File: src/rtl/pipe_ctrl_pkg.sv
// Shared types and constants for the pipeline issue arbiter and its tag delay line.
package pipe_ctrl_pkg;

  localparam int unsigned LATENCY_DEFAULT = 4;
  localparam int unsigned INSTR_W         = 8;
  localparam int unsigned OPC_W           = 4;
  localparam int unsigned NUM_REQ         = 2;
  localparam int unsigned ID_W            = 1;

  localparam logic [OPC_W-1:0] OP_NOP = 4'h0;
  localparam logic [OPC_W-1:0] OP_INC = 4'h1;
  localparam logic [OPC_W-1:0] OP_DEC = 4'h2;
  localparam logic [OPC_W-1:0] OP_SHL = 4'h3;
  localparam logic [OPC_W-1:0] OP_SHR = 4'h4;

  localparam logic [INSTR_W-1:0] NOP_INSTR = {OP_NOP, 4'h0};

  typedef enum logic [1:0] {
    ST_RUN   = 2'd0,
    ST_DRAIN = 2'd1,
    ST_DONE  = 2'd2
  } state_t;

  typedef struct packed {
    logic            valid;
    logic [ID_W-1:0] id;
  } tag_t;

  // One-hot response strobe for a tag; empty (NOP) slots give all zeros.
  function automatic logic [NUM_REQ-1:0] tag_onehot(input tag_t t);
    logic [NUM_REQ-1:0] oh;
    oh = '0;
    if (t.valid) oh[t.id] = 1'b1;
    return oh;
  endfunction

endpackage

File: src/rtl/pipe_issue_arbiter_if.sv
// Requester, pipeline and drain-control signals of the issue arbiter.
interface pipe_issue_arbiter_if;
  import pipe_ctrl_pkg::*;

  logic [NUM_REQ-1:0] req_valid;
  logic [INSTR_W-1:0] req_instr0;
  logic [INSTR_W-1:0] req_instr1;
  logic [NUM_REQ-1:0] req_ready;
  logic [INSTR_W-1:0] pipe_instr;
  logic [INSTR_W-1:0] pipe_result;
  logic [NUM_REQ-1:0] rsp_valid;
  logic [INSTR_W-1:0] rsp_data;
  logic               drain;
  logic               drained;
  logic               busy;

  // Environment side: requesters, the execution pipeline and the drain controller.
  modport master (
    output req_valid, req_instr0, req_instr1, pipe_result, drain,
    input  req_ready, pipe_instr, rsp_valid, rsp_data, drained, busy
  );

  // Arbiter side.
  modport slave (
    input  req_valid, req_instr0, req_instr1, pipe_result, drain,
    output req_ready, pipe_instr, rsp_valid, rsp_data, drained, busy
  );

endinterface

File: src/rtl/pipe_tag_shifter.sv
// Delay line carrying {valid, id} alongside the instruction through the pipeline.
module pipe_tag_shifter
  import pipe_ctrl_pkg::*;
#(
  parameter int unsigned DEPTH = LATENCY_DEFAULT + 1
) (
  input  logic clk,
  input  logic rst,
  input  tag_t tag_in,
  output tag_t head,
  output logic any_valid
);

  tag_t stages [DEPTH];

  always_ff @(posedge clk or posedge rst) begin
    if (rst) begin
      for (int i = 0; i < int'(DEPTH); i++) stages[i] <= '0;
    end else begin
      stages[0] <= tag_in;
      for (int i = 1; i < int'(DEPTH); i++) stages[i] <= stages[i-1];
    end
  end

  assign head = stages[DEPTH-1];

  // Any occupied slot means an issued instruction still awaits its response.
  always_comb begin
    any_valid = 1'b0;
    for (int i = 0; i < int'(DEPTH); i++) any_valid = any_valid | stages[i].valid;
  end

endmodule

File: src/rtl/pipe_issue_arbiter.sv
// Two-requester round-robin issue arbiter for a fixed-latency pipeline, with
// response routing by tag and a drain/quiesce state machine.
module pipe_issue_arbiter
  import pipe_ctrl_pkg::*;
#(
  parameter int unsigned LATENCY = LATENCY_DEFAULT
) (
  input logic           clk,
  input logic           rst,
  pipe_issue_arbiter_if.slave bus
);

  state_t             state;
  logic               ptr;
  logic               drained_q;
  logic [INSTR_W-1:0] pipe_instr_q;

  logic [NUM_REQ-1:0] ready;
  logic [ID_W-1:0]    grant_id;
  logic               hs;
  logic [INSTR_W-1:0] grant_instr;
  tag_t               tag_in;
  tag_t               head;
  logic               busy;

  // Grant selection; drain in the same cycle blocks the grant.
  always_comb begin
    ready    = '0;
    grant_id = '0;
    if (state == ST_RUN && !bus.drain) begin
      if (bus.req_valid == 2'b11) begin
        grant_id = ptr;
        ready    = ptr ? 2'b10 : 2'b01;
      end else if (bus.req_valid[0]) begin
        ready = 2'b01;
      end else if (bus.req_valid[1]) begin
        grant_id = 1'b1;
        ready    = 2'b10;
      end
    end
  end

  assign hs          = |ready;
  assign grant_instr = grant_id[0] ? bus.req_instr1 : bus.req_instr0;

  always_comb begin
    tag_in       = '0;
    tag_in.valid = hs;
    tag_in.id    = grant_id;
  end

  // Issue register and round-robin pointer.
  always_ff @(posedge clk or posedge rst) begin
    if (rst) begin
      pipe_instr_q <= NOP_INSTR;
      ptr          <= 1'b0;
    end else begin
      pipe_instr_q <= hs ? grant_instr : NOP_INSTR;
      if (hs) ptr <= ~grant_id[0];
    end
  end

  // Drain state machine; drained is registered alongside the state.
  always_ff @(posedge clk or posedge rst) begin
    if (rst) begin
      state     <= ST_RUN;
      drained_q <= 1'b0;
    end else begin
      case (state)
        ST_RUN: begin
          if (bus.drain) state <= ST_DRAIN;
        end
        ST_DRAIN: begin
          if (!busy) begin
            if (bus.drain) begin
              state     <= ST_DONE;
              drained_q <= 1'b1;
            end else begin
              state <= ST_RUN;
            end
          end
        end
        ST_DONE: begin
          if (!bus.drain) begin
            state     <= ST_RUN;
            drained_q <= 1'b0;
          end
        end
        default: begin
          state     <= ST_RUN;
          drained_q <= 1'b0;
        end
      endcase
    end
  end

  pipe_tag_shifter #(
    .DEPTH(LATENCY + 1)
  ) u_tags (
    .clk      (clk),
    .rst      (rst),
    .tag_in   (tag_in),
    .head     (head),
    .any_valid(busy)
  );

  assign bus.req_ready  = ready;
  assign bus.pipe_instr = pipe_instr_q;
  assign bus.rsp_valid  = tag_onehot(head);
  assign bus.rsp_data   = bus.pipe_result;
  assign bus.drained    = drained_q;
  assign bus.busy       = busy;

endmodule

File: src/flat_wrapper.sv
// flat-port wrapper written by rule: the top's interface ports become plain ports
module pipe_issue_arbiter_flat import pipe_ctrl_pkg::*;
#(
  parameter int unsigned LATENCY = LATENCY_DEFAULT
)
  (clk, rst, bus_req_valid, bus_req_instr0, bus_req_instr1, bus_pipe_result, bus_drain, bus_req_ready, bus_pipe_instr, bus_rsp_valid, bus_rsp_data, bus_drained, bus_busy);
  pipe_issue_arbiter_if bus_i ();
  input logic clk;
  input logic rst;
  input wire logic [$bits(bus_i.req_valid)-1:0] bus_req_valid;
  input wire logic [$bits(bus_i.req_instr0)-1:0] bus_req_instr0;
  input wire logic [$bits(bus_i.req_instr1)-1:0] bus_req_instr1;
  input wire logic [$bits(bus_i.pipe_result)-1:0] bus_pipe_result;
  input wire logic [$bits(bus_i.drain)-1:0] bus_drain;
  output wire logic [$bits(bus_i.req_ready)-1:0] bus_req_ready;
  output wire logic [$bits(bus_i.pipe_instr)-1:0] bus_pipe_instr;
  output wire logic [$bits(bus_i.rsp_valid)-1:0] bus_rsp_valid;
  output wire logic [$bits(bus_i.rsp_data)-1:0] bus_rsp_data;
  output wire logic [$bits(bus_i.drained)-1:0] bus_drained;
  output wire logic [$bits(bus_i.busy)-1:0] bus_busy;
  assign bus_i.req_valid = bus_req_valid;
  assign bus_i.req_instr0 = bus_req_instr0;
  assign bus_i.req_instr1 = bus_req_instr1;
  assign bus_i.pipe_result = bus_pipe_result;
  assign bus_i.drain = bus_drain;
  assign bus_req_ready = bus_i.req_ready;
  assign bus_pipe_instr = bus_i.pipe_instr;
  assign bus_rsp_valid = bus_i.rsp_valid;
  assign bus_rsp_data = bus_i.rsp_data;
  assign bus_drained = bus_i.drained;
  assign bus_busy = bus_i.busy;
  pipe_issue_arbiter #(.LATENCY(LATENCY)) u_core (.clk(clk), .rst(rst), .bus(bus_i));
endmodule
File: config.mk
export PLATFORM = sky130hd
export DESIGN_NAME = pipe_issue_arbiter_flat
export DESIGN_NICKNAME = d
export VERILOG_FILES = /design/src/rtl/pipe_ctrl_pkg.sv /design/src/rtl/pipe_issue_arbiter_if.sv /design/src/rtl/pipe_tag_shifter.sv /design/src/rtl/pipe_issue_arbiter.sv /design/src/flat_wrapper.sv
export SDC_FILE = /design/constraint.sdc
export NUM_CORES = 1
export LEC_CHECK = 0
export ABC_AREA = 1
export CAP_MARGIN = 20
export CORE_ASPECT_RATIO = 1.2
export CORE_MARGIN = 3
export CORE_UTILIZATION = 34
export DETAILED_ROUTE_END_ITERATION = 12
export HOLD_SLACK_MARGIN = 0.02
export PLACE_DENSITY = 0.74
export RECOVER_POWER = 25
export SYNTH_ARGS = -nofsm -noshare
export SYNTH_HDL_FRONTEND = slang
export SYNTH_SLANG_ARGS = --single-unit
File: constraint.sdc
create_clock -name clk -period 1.1 [get_ports clk]
set_clock_uncertainty 0.05 [all_clocks]
set_input_delay 0.22 -clock clk [delete_from_list [all_inputs] [get_ports clk]]
set_output_delay 0.22 -clock clk [all_outputs]
set_load 0.005 [all_outputs]
[Word level (Yosys, flattened, before mapping)]
Index checks and enable logic that the tools add are counted.
Widths: inputs -> output; s select.
Word-level totals
  bits in registers: 22
  latch bits: 0
  bits in writable memories: 0
  memory bits (read-only): 0
  input port bits: 29
  output and inout port bits: 22
  logic and storage cells: 59
  memories kept: 0
Cells by class
  $add $sub $neg: 0
  multiply operators: 0
  divide/modulo/power cells: 0
  order comparisons: 2
  equality and inequality tests: 7
  shifts and indexed selects: 0
  multiplexer cells: 23
  bitwise gates (word level): 6
  reductions and logical operators: 7
Operator list (count)
  $mux 2: 10
  $mux 8: 2
  $mux 1: 8
  $ne 2x2->1 const B: 4
  $pmux 2 s3: 1
  $eq 2x2->1 const B: 2
  $or 1x1->1: 4
  $reduce_and 4->1: 1
  $pmux 1 s3: 1
  $reduce_and 3->1: 1
  $eq 2x1->1 const B: 1
  $logic_and 1x1->1: 2
  $logic_not 2->1: 1
  $lt 1x2->1 const B: 1
  $not 1->1: 2
  $reduce_or 2->1: 1
  $demux 1 s1: 1
  $ge 1x1->1 const B: 1
  $logic_not 1->1: 1

[Depth between registers and ports, before layout]
  depth after elaboration: 6
  gate-level depth with buffers: 8
  gate-level depth less buffers: 7

[By module]
From an unflattened synthesis, not the netlist that was laid out.
Second synthesis, totals
  cell total of the unflattened synthesis: 97
  area total of the unflattened synthesis: 991.0 um^2
By module, submodules not included
  pipe_issue_arbiter: times used 1, cells an instance 80, area an instance 705.7 um^2, sequential area each 300.3 um^2
  pipe_tag_shifter: times used 1, cells an instance 17, area an instance 285.3 um^2, sequential area each 250.2 um^2

[Worst setup path before layout]
OpenSTA, ideal clock, no wires.
  path type: register to output
  from: reg u_core.ptr
  to: out bus_req_ready[1]
  data arrival time: 0.927 ns
  required time: 0.830 ns
  setup slack: -0.097 ns
  cell stages (with the launch flop): 6
  path buffers: 1
  path through: dfrtp_1 > inv_2 > a21boi_4 > nand2_4 > inv_2 > buf_4
On the way
  longest elaborated chain between the ends: 3
RTL lines
  from (decl): line pipe_issue_arbiter.sv:14  | logic ptr;
  from (signal assigned): line pipe_issue_arbiter.sv:59  | if (hs) ptr <= ~grant_id[0];
  $mux 2: line pipe_issue_arbiter.sv:33  | ready = ptr ? 2'b10 : 2'b01;
  $mux 2: line pipe_issue_arbiter.sv:31  | if (bus.req_valid == 2'b11) begin
  $mux 2: line pipe_issue_arbiter.sv:30  | if (state == ST_RUN && !bus.drain) begin
  to (decl): line flat_wrapper.sv:15  | output wire logic [$bits(bus_i.req_ready)-1:0] bus_req_ready;
No other way between the ends.

[Final worst setup path]
  from: reg u_core.state[1]
  to: out bus_req_ready[0]
On the way
  longest elaborated chain between the ends: 3
RTL lines
  from (decl): line pipe_issue_arbiter.sv:13  | state_t state;
  from (signal assigned): line pipe_issue_arbiter.sv:66  | state <= ST_RUN;
  from (signal assigned): line pipe_issue_arbiter.sv:71  | if (bus.drain) state <= ST_DRAIN;
  from (signal assigned): line pipe_issue_arbiter.sv:76  | state <= ST_DONE;
  $logic_not 2->1: line pipe_issue_arbiter.sv:30
  $logic_and 1x1->1: line pipe_issue_arbiter.sv:30
  $mux 2: line pipe_issue_arbiter.sv:30
No other way between the ends.

==> flow_metrics.tcl <==
set metrics [dict create \
    status "complete, but fails checks" \
    violations "setup timing" \
    die_w_um 53.5 \
    switching_power_mw 1.11 \
    fin_ws_ns -0.455 \
    via_per_inst 4.62 \
    reg2regPathDepth 9 \
    io_pins 51 \
    sw_frac_of_total_pct 35.5 \
    clockPowerShare_pct 13.4 \
    cts-root-buf "clkbuf_4" \
    numCtsBuffers 3 \
    seqPwrFrac_pct 35.5 \
    nets 171 \
    antenna_found_initial 0 \
    comb_power_share_pct 51.1 \
    worst_pin_slew_ns 0.516 \
    dieArea_mm2 0.00338 \
    syn_area_per_cell_um2 10.0 \
    first_pass_iters 3 \
    synth_cell_type_count 17 \
    synth_nets 121 \
    rsz0062_at_grt "yes" \
    syn_to_final_growth_pct 62.8 \
    rows 20 \
    grt_max_degree 23 \
    ys_ff_latch 22 \
    period_share_pct 141 \
    path_common_cell "buf_6" \
    grt_first_pass_wirelength_um 3750 \
    start_util_pct 36.1 \
    insertion_delay_ns 0.29 \
    start_kind "flip-flop" \
    vias 804 \
    syn_area_um2 922 \
    rr_endpoint "u_core.bus.pipe_instr[3]" \
    synth_top_area_cell "dfrtp_1" \
    clk_pin_slew_ns 0.11 \
    place.detailed.hpwl_um 1480 \
    multi_input_comb_area_um2 348 \
    overflow 0 \
    worstReg2RegStart "u_core.state[1]" \
    path_buf_inv 4 \
    p_int_mw 2.02 \
    drtIter0Drc 12 \
    register_area_um2 551 \
    hold_viol_final 0 \
    cp_slowest_cell "dfrtp_1" \
    arrival_ns 1.29 \
    crit_family "flip-flops" \
    clk_path_buf_depth 2 \
    tns_ns -4.81 \
    cts_sinks 22 \
    design.core.area_mm2 0.00255 \
    utilization_pct 58.8 \
    die_y_um 63.1 \
    drc_errors 0 \
    portBuffers 34 \
    leakagePower_nw 0.772 \
    diodes 0 \
    setup_viol 18 \
    cp-end-kind "output pin" \
    n_fill_cell 239 \
    grt_pass1_vias 839 \
    drv_cap 0 \
    irDropWorstVdd_mv 1.08 \
    hp-start "u_core.u_tags.stages[2]" \
    cp_max_fo 2 \
    period_needed_ns 1.56 \
    grtUsageTotal_pct 15.2 \
    max-slew-margin-rel_pct 65.6 \
    postRouteAntennaNets 0 \
    design_area_mm2 0.00150 \
    whs_path_depth 0 \
    power_mw 3.14 \
    min_path_type "flip-flop to flip-flop" \
    rrSetupSlack_ns -0.32 \
    wirelength_um 2490 \
    path_cells "inv_2, nand2_4, nor2_4, buf_6, nand2_1, clkinv_2, buf_6" \
    routabilityCongestion 0.714 \
    wl_per_cell_um 14.3 \
    fmaxAchievable_ghz 0.643 \
    dpl-instance-area_mm2 0.00132 \
    yosys_warnings 0 \
    syn_inst 92 \
    ys_seq_area_share_pct 59.7 \
    synth_top_area_share_pct 59.7 \
    cts_hold_buf 0 \
    report.final.slew_viol_count 0 \
    whs_ns 0.313 \
    htreeDepth 1 \
    cpPeakStageDelay_ns 0.41 \
    critPathRequiredTime_ns 0.83 \
    crit_type "flip-flop to output pin" \
    synthTopCellsByArea "dfrtp_1 (60%), buf_4 (7.3%), nand2_1 (6.5%), a21oi_1 (6.0%), nand3_1 (4.9%)" \
    drive_above_1_share_pct 49.6 \
    min_to "u_core.u_tags.head[0]" \
    cts_tree "yes" \
    pwr_density_cell_mw_per_mm2 2090 \
]
[logic make-up (layout without fill, tap and decap cells)]
group / after synthesis / in the layout / share of synthesized area, %
AOI/OAI and AO/OA: 14 / 14 / 9.50
and+or+nand+nor: 34 / 34 / 17.4
buffers and inverters: 22 / 71 / 13.4
DFF: 22 / 22 / 59.7
[stage by stage]
stage,instances,setup slack [ns]
final,174,-0.455
after global routing,174,-0.549
after CTS,171,-0.462
after detailed placement,160,-0.798
after global placement,160,-0.731
after floorplan,92,-0.0972
[Yosys cell counts]
cell type	number
clkinv_1	1
dfrtp_1	22
a21oi_1	11
nand2_4	1
buf_6	1
inv_1	8
nand2_2	1
nor2_1	5
buf_4	9
inv_2	3
nand3_1	9
o21ai_2	1
nand2_1	16
a21boi_4	1
o21ai_0	1
nand3b_1	1
nor2_4	1
[flip-flops by register name, summed over array words and instances (netlist names)]
| register | count |
|---|---|
| u_core.bus.drained | 1 |
| u_core.state | 2 |
| u_core.u_tags.stages | 8 |
| u_core.bus.pipe_instr | 8 |
| u_core.ptr | 1 |
| u_core.u_tags.head | 2 |
[cells in the final DEF (no fill, tap or decap), types with 2 or more instances in the layout]
cell              n
dfrtp_1          22
clkdlybuf4s50_1  19
nand2_1          13
buf_6            13
buf_2            12
a21oi_2           9
buf_4             9
inv_2             6
inv_1             5
nand3_1           5
nand2_4           3
nor2_1            3
nand3_2           3
clkbuf_4          3
nor2_4            2
a21oi_1           2
nand2_2           2
[power groups by stage]
stage | registers [mW] | logic [mW] | clock network [mW]
global route | 1.14 | 1.73 | 0.483
CTS | 1.11 | 1.32 | 0.437
global placement | 1.11 | 1.01 | 0
detailed placement | 1.12 | 1.05 | 0
floorplan | 1.11 | 0.508 | 0
finish | 1.12 | 1.60 | 0.421
[repair_timing]
item	in CTS	in global routing
gates resized for setup	84	15
endpoints found under the hold margin	0	0
buffers inserted	7	4
setup endpoints to repair	26	25
pin swaps	11	7
[layout make-up]
cell class	instances	area share (%)
tap	33	2.75
inverter	12	3.08
sequential	22	36.7
multi-input combinational	48	23.2
timing repair buffer	55	31.9
clock buffer	4	2.42
[metal layers]
metal	wire, um	vias up	GRT usage (%)
li1	-	378	-
met1	884	393	16.4
met2	1370	25	26.2
met3	197	8	4.96
met4	34	0	6.07
met5	0	-	0
[worst max path at each step]
stage | depth (start not counted) | slack (ns) | start | to
2_1_floorplan | 5 | -0.1 | u_core.ptr | bus_req_ready[1]
3_3_place_gp | 6 | -0.73 | bus_req_valid[0] | bus_req_ready[0]
3_5_place_dp | 6 | -0.80 | bus_req_valid[0] | bus_req_ready[0]
4_1_cts | 7 | -0.46 | u_core.state[0] | bus_req_ready[1]
5_1_grt | 7 | -0.55 | u_core.state[0] | bus_req_ready[0]
6_report | 7 | -0.46 | u_core.state[1] | bus_req_ready[0]
No activity file was read; power rests on OpenSTA's default activity.
